$ cat src/rtl/kb_action_scheduler.sv
// Keyboard action scheduler: per-key press/DAS/ARR FSMs feeding a round-robin
// arbiter that presents one action at a time over a valid/ready port.

module kb_key_fsm #(
  parameter int DAS_TICKS  = 30,
  parameter int ARR_TICKS  = 6,
  parameter bit CAN_REPEAT = 1'b1,
  parameter int CW         = 5
) (
  input  logic clk,
  input  logic rst,
  input  logic tick,
  input  logic level,
  input  logic grant,
  output logic pending,
  output logic rep_flag,
  output logic held
);
  localparam logic [1:0] S_IDLE   = 2'd0;
  localparam logic [1:0] S_PRESS  = 2'd1;
  localparam logic [1:0] S_REPEAT = 2'd2;

  logic [1:0]    state, state_n;
  logic [CW-1:0] cnt, cnt_n;
  logic          set, rep_n;

  always_comb begin
    state_n = state;
    cnt_n   = cnt;
    set     = 1'b0;
    rep_n   = rep_flag;
    if (tick) begin
      case (state)
        S_IDLE: if (level) begin
          state_n = S_PRESS;
          set     = 1'b1;
          rep_n   = 1'b0;
          cnt_n   = CW'(DAS_TICKS);
        end
        S_PRESS: begin
          if (!level) state_n = S_IDLE;
          // a non-repeating key parks here with cnt frozen at 0
          else if (cnt != '0) begin
            if (cnt == CW'(1)) begin
              if (CAN_REPEAT) begin
                state_n = S_REPEAT;
                set     = 1'b1;
                rep_n   = 1'b1;
                cnt_n   = CW'(ARR_TICKS);
              end else begin
                cnt_n = '0;
              end
            end else begin
              cnt_n = cnt - 1'b1;
            end
          end
        end
        S_REPEAT: begin
          if (!level) state_n = S_IDLE;
          else if (cnt <= CW'(1)) begin
            set   = 1'b1;
            rep_n = 1'b1;
            cnt_n = CW'(ARR_TICKS);
          end else begin
            cnt_n = cnt - 1'b1;
          end
        end
        default: state_n = S_IDLE;
      endcase
    end
  end

  always_ff @(posedge clk) begin
    if (rst) begin
      state    <= S_IDLE;
      cnt      <= '0;
      pending  <= 1'b0;
      rep_flag <= 1'b0;
      held     <= 1'b0;
    end else begin
      state    <= state_n;
      cnt      <= cnt_n;
      rep_flag <= rep_n;
      held     <= (state_n != S_IDLE);
      // a new set beats a same-cycle grant clear
      pending  <= set | (pending & ~grant);
    end
  end
endmodule

module kb_action_scheduler #(
  parameter int                    NUM_KEYS    = 8,
  parameter int                    SAMPLE_DIV  = 250000,
  parameter int                    DAS_TICKS   = 30,
  parameter int                    ARR_TICKS   = 6,
  parameter logic [NUM_KEYS-1:0]   REPEAT_MASK = 8'b0000_1011
) (
  input  logic                        clk,
  input  logic                        rst,
  input  logic [NUM_KEYS-1:0]         keys_in,
  output logic                        act_valid,
  input  logic                        act_ready,
  output logic [$clog2(NUM_KEYS)-1:0] act_code,
  output logic                        act_repeat,
  output logic [NUM_KEYS-1:0]         held
);
  localparam int AW      = $clog2(NUM_KEYS);
  localparam int DW      = $clog2(SAMPLE_DIV);
  localparam int CNT_MAX = (DAS_TICKS > ARR_TICKS) ? DAS_TICKS : ARR_TICKS;
  localparam int CW      = $clog2(CNT_MAX + 1);

  logic [DW-1:0]       div;
  logic                tick;
  logic [NUM_KEYS-1:0] pending, rep_flag, grant;
  logic [AW-1:0]       rr_ptr, winner;
  logic                found, load;

  assign tick = (div == DW'(SAMPLE_DIV - 1));

  always_ff @(posedge clk) begin
    if (rst) div <= '0;
    else     div <= tick ? '0 : div + 1'b1;
  end

  for (genvar g = 0; g < NUM_KEYS; g++) begin : g_key
    kb_key_fsm #(
      .DAS_TICKS (DAS_TICKS),
      .ARR_TICKS (ARR_TICKS),
      .CAN_REPEAT(REPEAT_MASK[g]),
      .CW        (CW)
    ) u_key (
      .clk     (clk),
      .rst     (rst),
      .tick    (tick),
      .level   (keys_in[g]),
      .grant   (grant[g]),
      .pending (pending[g]),
      .rep_flag(rep_flag[g]),
      .held    (held[g])
    );
  end

  assign load = !act_valid || act_ready;

  // first pending index at or after rr_ptr, wrapping
  always_comb begin
    int idx;
    found  = 1'b0;
    winner = '0;
    grant  = '0;
    for (int k = 0; k < NUM_KEYS; k++) begin
      idx = int'(rr_ptr) + k;
      if (idx >= NUM_KEYS) idx = idx - NUM_KEYS;
      if (!found && pending[idx]) begin
        found  = 1'b1;
        winner = AW'(idx);
      end
    end
    if (load && found) grant[winner] = 1'b1;
  end

  always_ff @(posedge clk) begin
    if (rst) begin
      act_valid  <= 1'b0;
      act_code   <= '0;
      act_repeat <= 1'b0;
      rr_ptr     <= '0;
    end else if (load) begin
      act_valid <= found;
      if (found) begin
        act_code   <= winner;
        act_repeat <= rep_flag[winner];
        rr_ptr     <= (winner == AW'(NUM_KEYS - 1)) ? '0 : winner + 1'b1;
      end
    end
  end
endmodule

$ cat config.mk
export PLATFORM = sky130hd
export DESIGN_NAME = kb_action_scheduler
export DESIGN_NICKNAME = d
export VERILOG_FILES = /design/src/rtl/kb_action_scheduler.sv
export SDC_FILE = /design/constraint.sdc
export NUM_CORES = 1
export LEC_CHECK = 0
export BUFFER_PORTS_ARGS = -buffer_cell sky130_fd_sc_hd__buf_2
export CORE_MARGIN = 3
export CORE_UTILIZATION = 42
export DETAILED_ROUTE_END_ITERATION = 10
export PLACE_DENSITY = 0.66
export RECOVER_POWER = 50
export SETUP_SLACK_MARGIN = 0.15
export SYNTH_ARGS = -nofsm -noshare
export SYNTH_HDL_FRONTEND = slang
export SYNTH_SLANG_ARGS = --single-unit
export TNS_END_PERCENT = 30
$ cat constraint.sdc
create_clock -name clk -period 3.8 [get_ports clk]
set_input_delay 0.76 -clock clk [delete_from_list [all_inputs] [get_ports clk]]
set_output_delay 0.76 -clock clk [all_outputs]
set_load 0.01 [all_outputs]
# After elaboration in Yosys (flattened, before gate mapping)
# Cells that the tools add are included.
# W data, S select, Z words.
# word_totals
ff_bits,106
inputBits,11
# op_classes
magnitude_cmp,26
n_mux,241
addsub,25
n_eq_ne,69
bitwise_logic,24
reduce_logical,78
# op_table
op,count
$lt A32 B5 Y1 const B,8
$mux W32,8
$mux W5,48
$pmux W5 S3,8
$mux W1,100
$mux W2,33
$ne A2 B2 Y1 const B,24
$reduce_and A6 Y1,8
$eq A5 B1 Y1 const B,8
$le A5 B1 Y1 const B,8
$reduce_bool A5 Y1,8
$sub A5 B1 Y5 const B,8
$ne A2 B1 Y1 const B,19
$sub A4 B4 Y5 const B,7
$ge A4 B4 Y1 const B,7
$bmux W1 S3,9
$mux W3,9
$reduce_bool A2 Y1,13
$reduce_and A5 Y1,5
$reduce_and A8 Y1,3
$reduce_bool A3 Y1,8
$pmux W1 S2,10
$pmux W2 S2,5
$add A18 B1 Y18 const B,1
other kinds (25),98

# Longest topological paths before layout
# depth
word_depth,35
ltp_mapped,15

# Cells and area by module
# From an unflattened synthesis, not the netlist that was laid out.
# unflattened
hier_cells,933
area_unflattened_um2,8240.4
# by_module_without_submodules
mod,seq_area_each_um2,area_per_inst_um2,cells_each,instances
kb_key_fsm (g_key[2].u_key ...),200.2,774.5,85,5
kb_action_scheduler,520.5,2208.4,250,1
kb_key_fsm (g_key[0].u_key ...),200.2,701.9,86,2
kb_key_fsm (g_key[1].u_key),200.2,755.7,86,1

# Worst setup path after synthesis
# Ideal clock, no wire load.
# synth_timing
path_kind,reg-to-reg
from,register rr_ptr[0]
to,register g_key[5].u_key.pending
arrival_time_ps,3473
slack_ps,195
period_less_slack_ps,3605
stages_incl_launch_ff,14
path_cell_list,dfxtp_1 -> buf_4 -> buf_2 -> inv_2 -> ha_1 -> mux4_2 -> mux2_4 -> and3_1 -> o31a_1 -> a211oi_2 -> a211oi_4 -> or4_1 -> o21ai_1 -> a21oi_1
# synth_via
elab_chain_cells,35
elab_cells_between_ends,95
classes_between,add/sub (15); order compare (10); mux (51); bitwise (3); reduce/logical (16)
# synth_rtl
element,line_no,rtl
from (decl),115,"logic [AW-1:0] rr_ptr, winner;"
from (signal assigned),173,rr_ptr <= (winner == AW'(NUM_KEYS - 1)) ? '0 : winner + 1'b1;
"parallel branches: the longest is 31 deep, another holds $sub A4 B4 Y5",--,
$mux W8 (*),159,if (load && found) grant[winner] = 1'b1;
$not A1 Y1 (*),86,pending <= set | (pending & ~grant);
$and A1 B1 Y1 (*),86,
$or A1 B1 Y1 (*),86,
to (signal assigned),86,
to (decl),15,"output logic pending,"
# Mark *: on every way between the ends. The select of a mux whose other input is x is not followed.
# A chain may end at the register's enable or synchronous reset.

# Worst setup path after layout
# layout_timing
from,register rr_ptr[0]
to,register g_key[1].u_key.pending
# layout_via
elab_chain_cells,35
elab_cells_between_ends,95
classes_between,add/sub (15); order compare (10); mux (51); bitwise (3); reduce/logical (16)
# layout_rtl
element,line_no
"parallel branches: the longest is 31 deep, another holds $sub A4 B4 Y5",--
$mux W8 (*),159
$not A1 Y1 (*),86
$and A1 B1 Y1 (*),86
$or A1 B1 Y1 (*),86
to (signal assigned),86
to (decl),15
# Marked as above.

==> impl_metrics.json <==
{
  "status": "finished with violations",
  "violations": "capacitance limit, slew limit",
  "hold_class": "reg2reg",
  "postCtsHoldBufs": 0,
  "critPathCaptureType": "flop",
  "grt_max_degree": 38,
  "place_inst": 1147,
  "leakage_nw": 2.756,
  "synth-main-ff-cell": "dfxtp_1",
  "start_kind": "flop",
  "maxCapViolCount": 1,
  "ys_seq_area_share_pct": 29.26,
  "wirelength_mm": 16.28,
  "worstSetupPathType": "reg2reg",
  "grt.total_usage_pct": 17.65,
  "antenna_cells": 0,
  "core_um2": 16760,
  "finalCritPeriodShare_pct": 89.96,
  "vias_per_cell": 5.617,
  "ys_types": 73,
  "drive_above_1_share_pct": 7.627,
  "avgRoutedWirePerCell_um": 13.99,
  "worst_pin_slew_ps": 1738,
  "cts_buffer_depth": 2,
  "synth-edff-count": 0,
  "drcViolationCount": 0,
  "ys_ff_latch": 106,
  "vias": 6538,
  "yosys_warnings": 0,
  "root_buffer": "clkbuf_16",
  "path_cells": "inv_2 > ha_4 > mux4_2 > mux2_4 > and3_1 > o31a_1 > a211oi_2 > a211oi_4 > or4_1 > o21ai_1 > a21oi_1",
  "fin_cells": 1164,
  "hpwlAfterDp_mm": 11.70,
  "final_max_slew_viol_count": 38,
  "dieArea_um2": 18880,
  "dr.pass1.iters": 5,
  "start_util_pct": 43.28,
  "grt_pass1_vias": 5743,
  "fillers": 1662,
  "die_y_um": 137.4,
  "slowest_delay_ps": 570,
  "gp_congestion": 0.8936,
  "cts.sinks": 106,
  "crit_path_top_delay_cell": "mux4_2",
  "clk_pin_slew_worst_paths_ps": 70,
  "cts_tree": "yes",
  "clock_latency_ps": 360,
  "io_pins": 24,
  "syn_avg_cell_area_um2": 7.757,
  "power_density_nw_per_um2": 405.3,
  "detail-route-antenna-nets": 0,
  "antenna_found_initial": 1,
  "row_count": 47,
  "syn_area_um2": 7253,
  "fin_tns_setup_ps": 0,
  "fin_nets": 1005,
  "max_freq_mhz": 292.5,
  "chipWidth_um": 137.4,
  "syn_nets": 1000,
  "hold_viol": 0,
  "finalSetupViolCount": 0,
  "synthCells": 935,
  "rsz0062_at_grt": "false",
  "grt_overflow": 0,
  "syn_to_final_growth_pct": 8.470,
  "peakVddDrop_mv": 0.3329,
  "period_needed_ps": 3419,
  "drt_iter0_drc": 307,
  "grt_first_pass_wirelength_mm": 27.42,
  "skew_ps": 7.514,
  "htreeDepth": 3,
  "maxSlewHeadroom_pct": -15.84,
  "cts_buffers": 9,
  "cp.arrival_ps": 3620,
  "crit_fanout": 7,
  "portBuffers": 23,
  "crit_required_ps": 4000,
  "synth_async_sr_flop_share_pct": 0
}
critical path: cells and delay by family (launching register included):
kind	cells	cell delay (ps)
flops	1	340
buf+inv	1	90
fa+ha+maj	1	330
compound gates	5	920
mux	2	920
simple gates	2	650
cells in the final DEF (no fill, tap or decap), types with 10 or more instances in the layout:
master / synthesis / routed
buf_4: 13 / 10
or3_1: 10 / 10
ha_1: 54 / 53
a21oi_1: 96 / 94
clkbuf_1: 26 / 17
a31oi_1: 14 / 14
dfxtp_1: 106 / 106
o21ai_0: 68 / 68
nand2b_1: 15 / 15
nor3_1: 29 / 29
xnor2_1: 11 / 11
mux4_2: 11 / 11
inv_1: 55 / 55
nand3_1: 38 / 38
mux2i_1: 19 / 19
nand2_1: 94 / 94
nor2_1: 103 / 102
o21ai_1: 12 / 12
and3_1: 11 / 11
path summary, 6_finish.rpt:
check	endpoint	slack [ps]	startpoint	cells past startpoint
max	g_key[1].u_key.pending	380	rr_ptr[0]	11
min	div[0]	450	div[0]	1
max reg2reg	g_key[1].u_key.pending	380	rr_ptr[0]	11
min reg2reg	div[0]	450	div[0]	1
metal layers:
metal  GRT usage [%]  vias to the layer above  part of all wire, %
met5               0                        -                0.043
met4           4.767                        2                  1.3
met3           3.287                       13                  3.6
met2           29.01                      101                   47
met1           23.78                     3068                   48
li1                -                     3354                    -
power breakdown:
part	switching [mW]	internal, mW	total (mW)
Clock	0.438	0.598	1.04
Combinational	0.552	0.425	0.976
Sequential	0.0301	1.15	1.18
Total	1.02	2.17	3.19
timing repair:
| action | CTS | global route |
|---|---|---|
| endpoints found under the setup margin | 0 | 10 |
| setup buffers | 0 | 2 |
| resized for setup | 0 | 9 |
synth_stat cells (all sizes together), types with 4 or more instances:
cell type / instances / area [um2]
or2: 4 / 25.02
nand2b: 15 / 93.84
nor4: 4 / 25.02
inv: 57 / 214.0
o32ai: 4 / 35.03
nand4b: 4 / 35.03
o31ai: 7 / 52.55
a21o: 4 / 30.03
nor3b: 5 / 37.54
and2: 5 / 31.28
o21ai: 80 / 400.4
nand4: 5 / 37.53
o21a: 5 / 38.79
buf: 16 / 111.4
xor2: 7 / 61.31
nor2: 103 / 386.6
dfxtp: 106 / 2122
nor2b: 7 / 43.79
ha: 54 / 675.7
nand2: 94 / 352.8
a21boi: 5 / 37.54
a21oi: 96 / 480.5
or4b: 4 / 40.04
a31oi: 15 / 100.1
o31a: 4 / 35.03
a211oi: 9 / 85.08
nor3: 30 / 155.1
or3: 10 / 62.56
clkbuf: 26 / 97.59
nand3: 38 / 190.2
mux2i: 19 / 190.2
and3: 11 / 68.82
xnor2: 13 / 151.4
mux4: 11 / 247.7
o21bai: 9 / 67.56
o211ai: 6 / 45.04
a311oi: 4 / 35.03
a222oi: 4 / 40.04
o41ai: 4 / 35.03
final cells by class:
class	instances	area, um2	share of cell area [%]
clock buffer	10	239.0	3.038
clock inverter	5	86.33	1.097
inverter	57	214.0	2.719
multi-input combinational	730	4747	60.34
sequential	106	2122	26.97
tap	220	275.3	3.499
timing repair buffer	36	183.9	2.338
cell families after synthesis:
kind of cell | Yosys count | synth area share, %
AO/OA/AOI/OAI | 277 | 23.46
AND/OR/NAND/NOR | 347 | 22.80
adder cells (fa/ha/maj) | 54 | 9.315
XOR/XNOR | 20 | 2.932
buffers and inverters | 99 | 5.831
multiplexers | 32 | 6.400
flip-flops | 106 | 29.26
through the flow:
stage          area (um2)  util [%]  hold WS, ps  power (mW)  setup WS [ps]
2_1_floorplan        7253         -        417.5       1.939          194.9
3_3_place_gp         7530     44.93        428.1       2.115          313.4
3_5_place_dp         7530     44.93        448.8       2.111          257.8
4_1_cts              7855     46.87        459.7       3.149          232.0
5_1_grt              7868     46.94        479.3       3.361          126.7
6_report             7868     46.94        451.5       3.189          381.4
state kept, by name (all words and copies together) (netlist names):
name                  flops
g_key.u_key.cnt          40
div                      18
g_key.u_key.state        16
g_key.u_key.held          8
g_key.u_key.pending       8
g_key.u_key.rep_flag      8
act_code                  3
rr_ptr                    3
act_repeat                1
act_valid                 1
No activity file was read; power rests on OpenSTA's default activity.
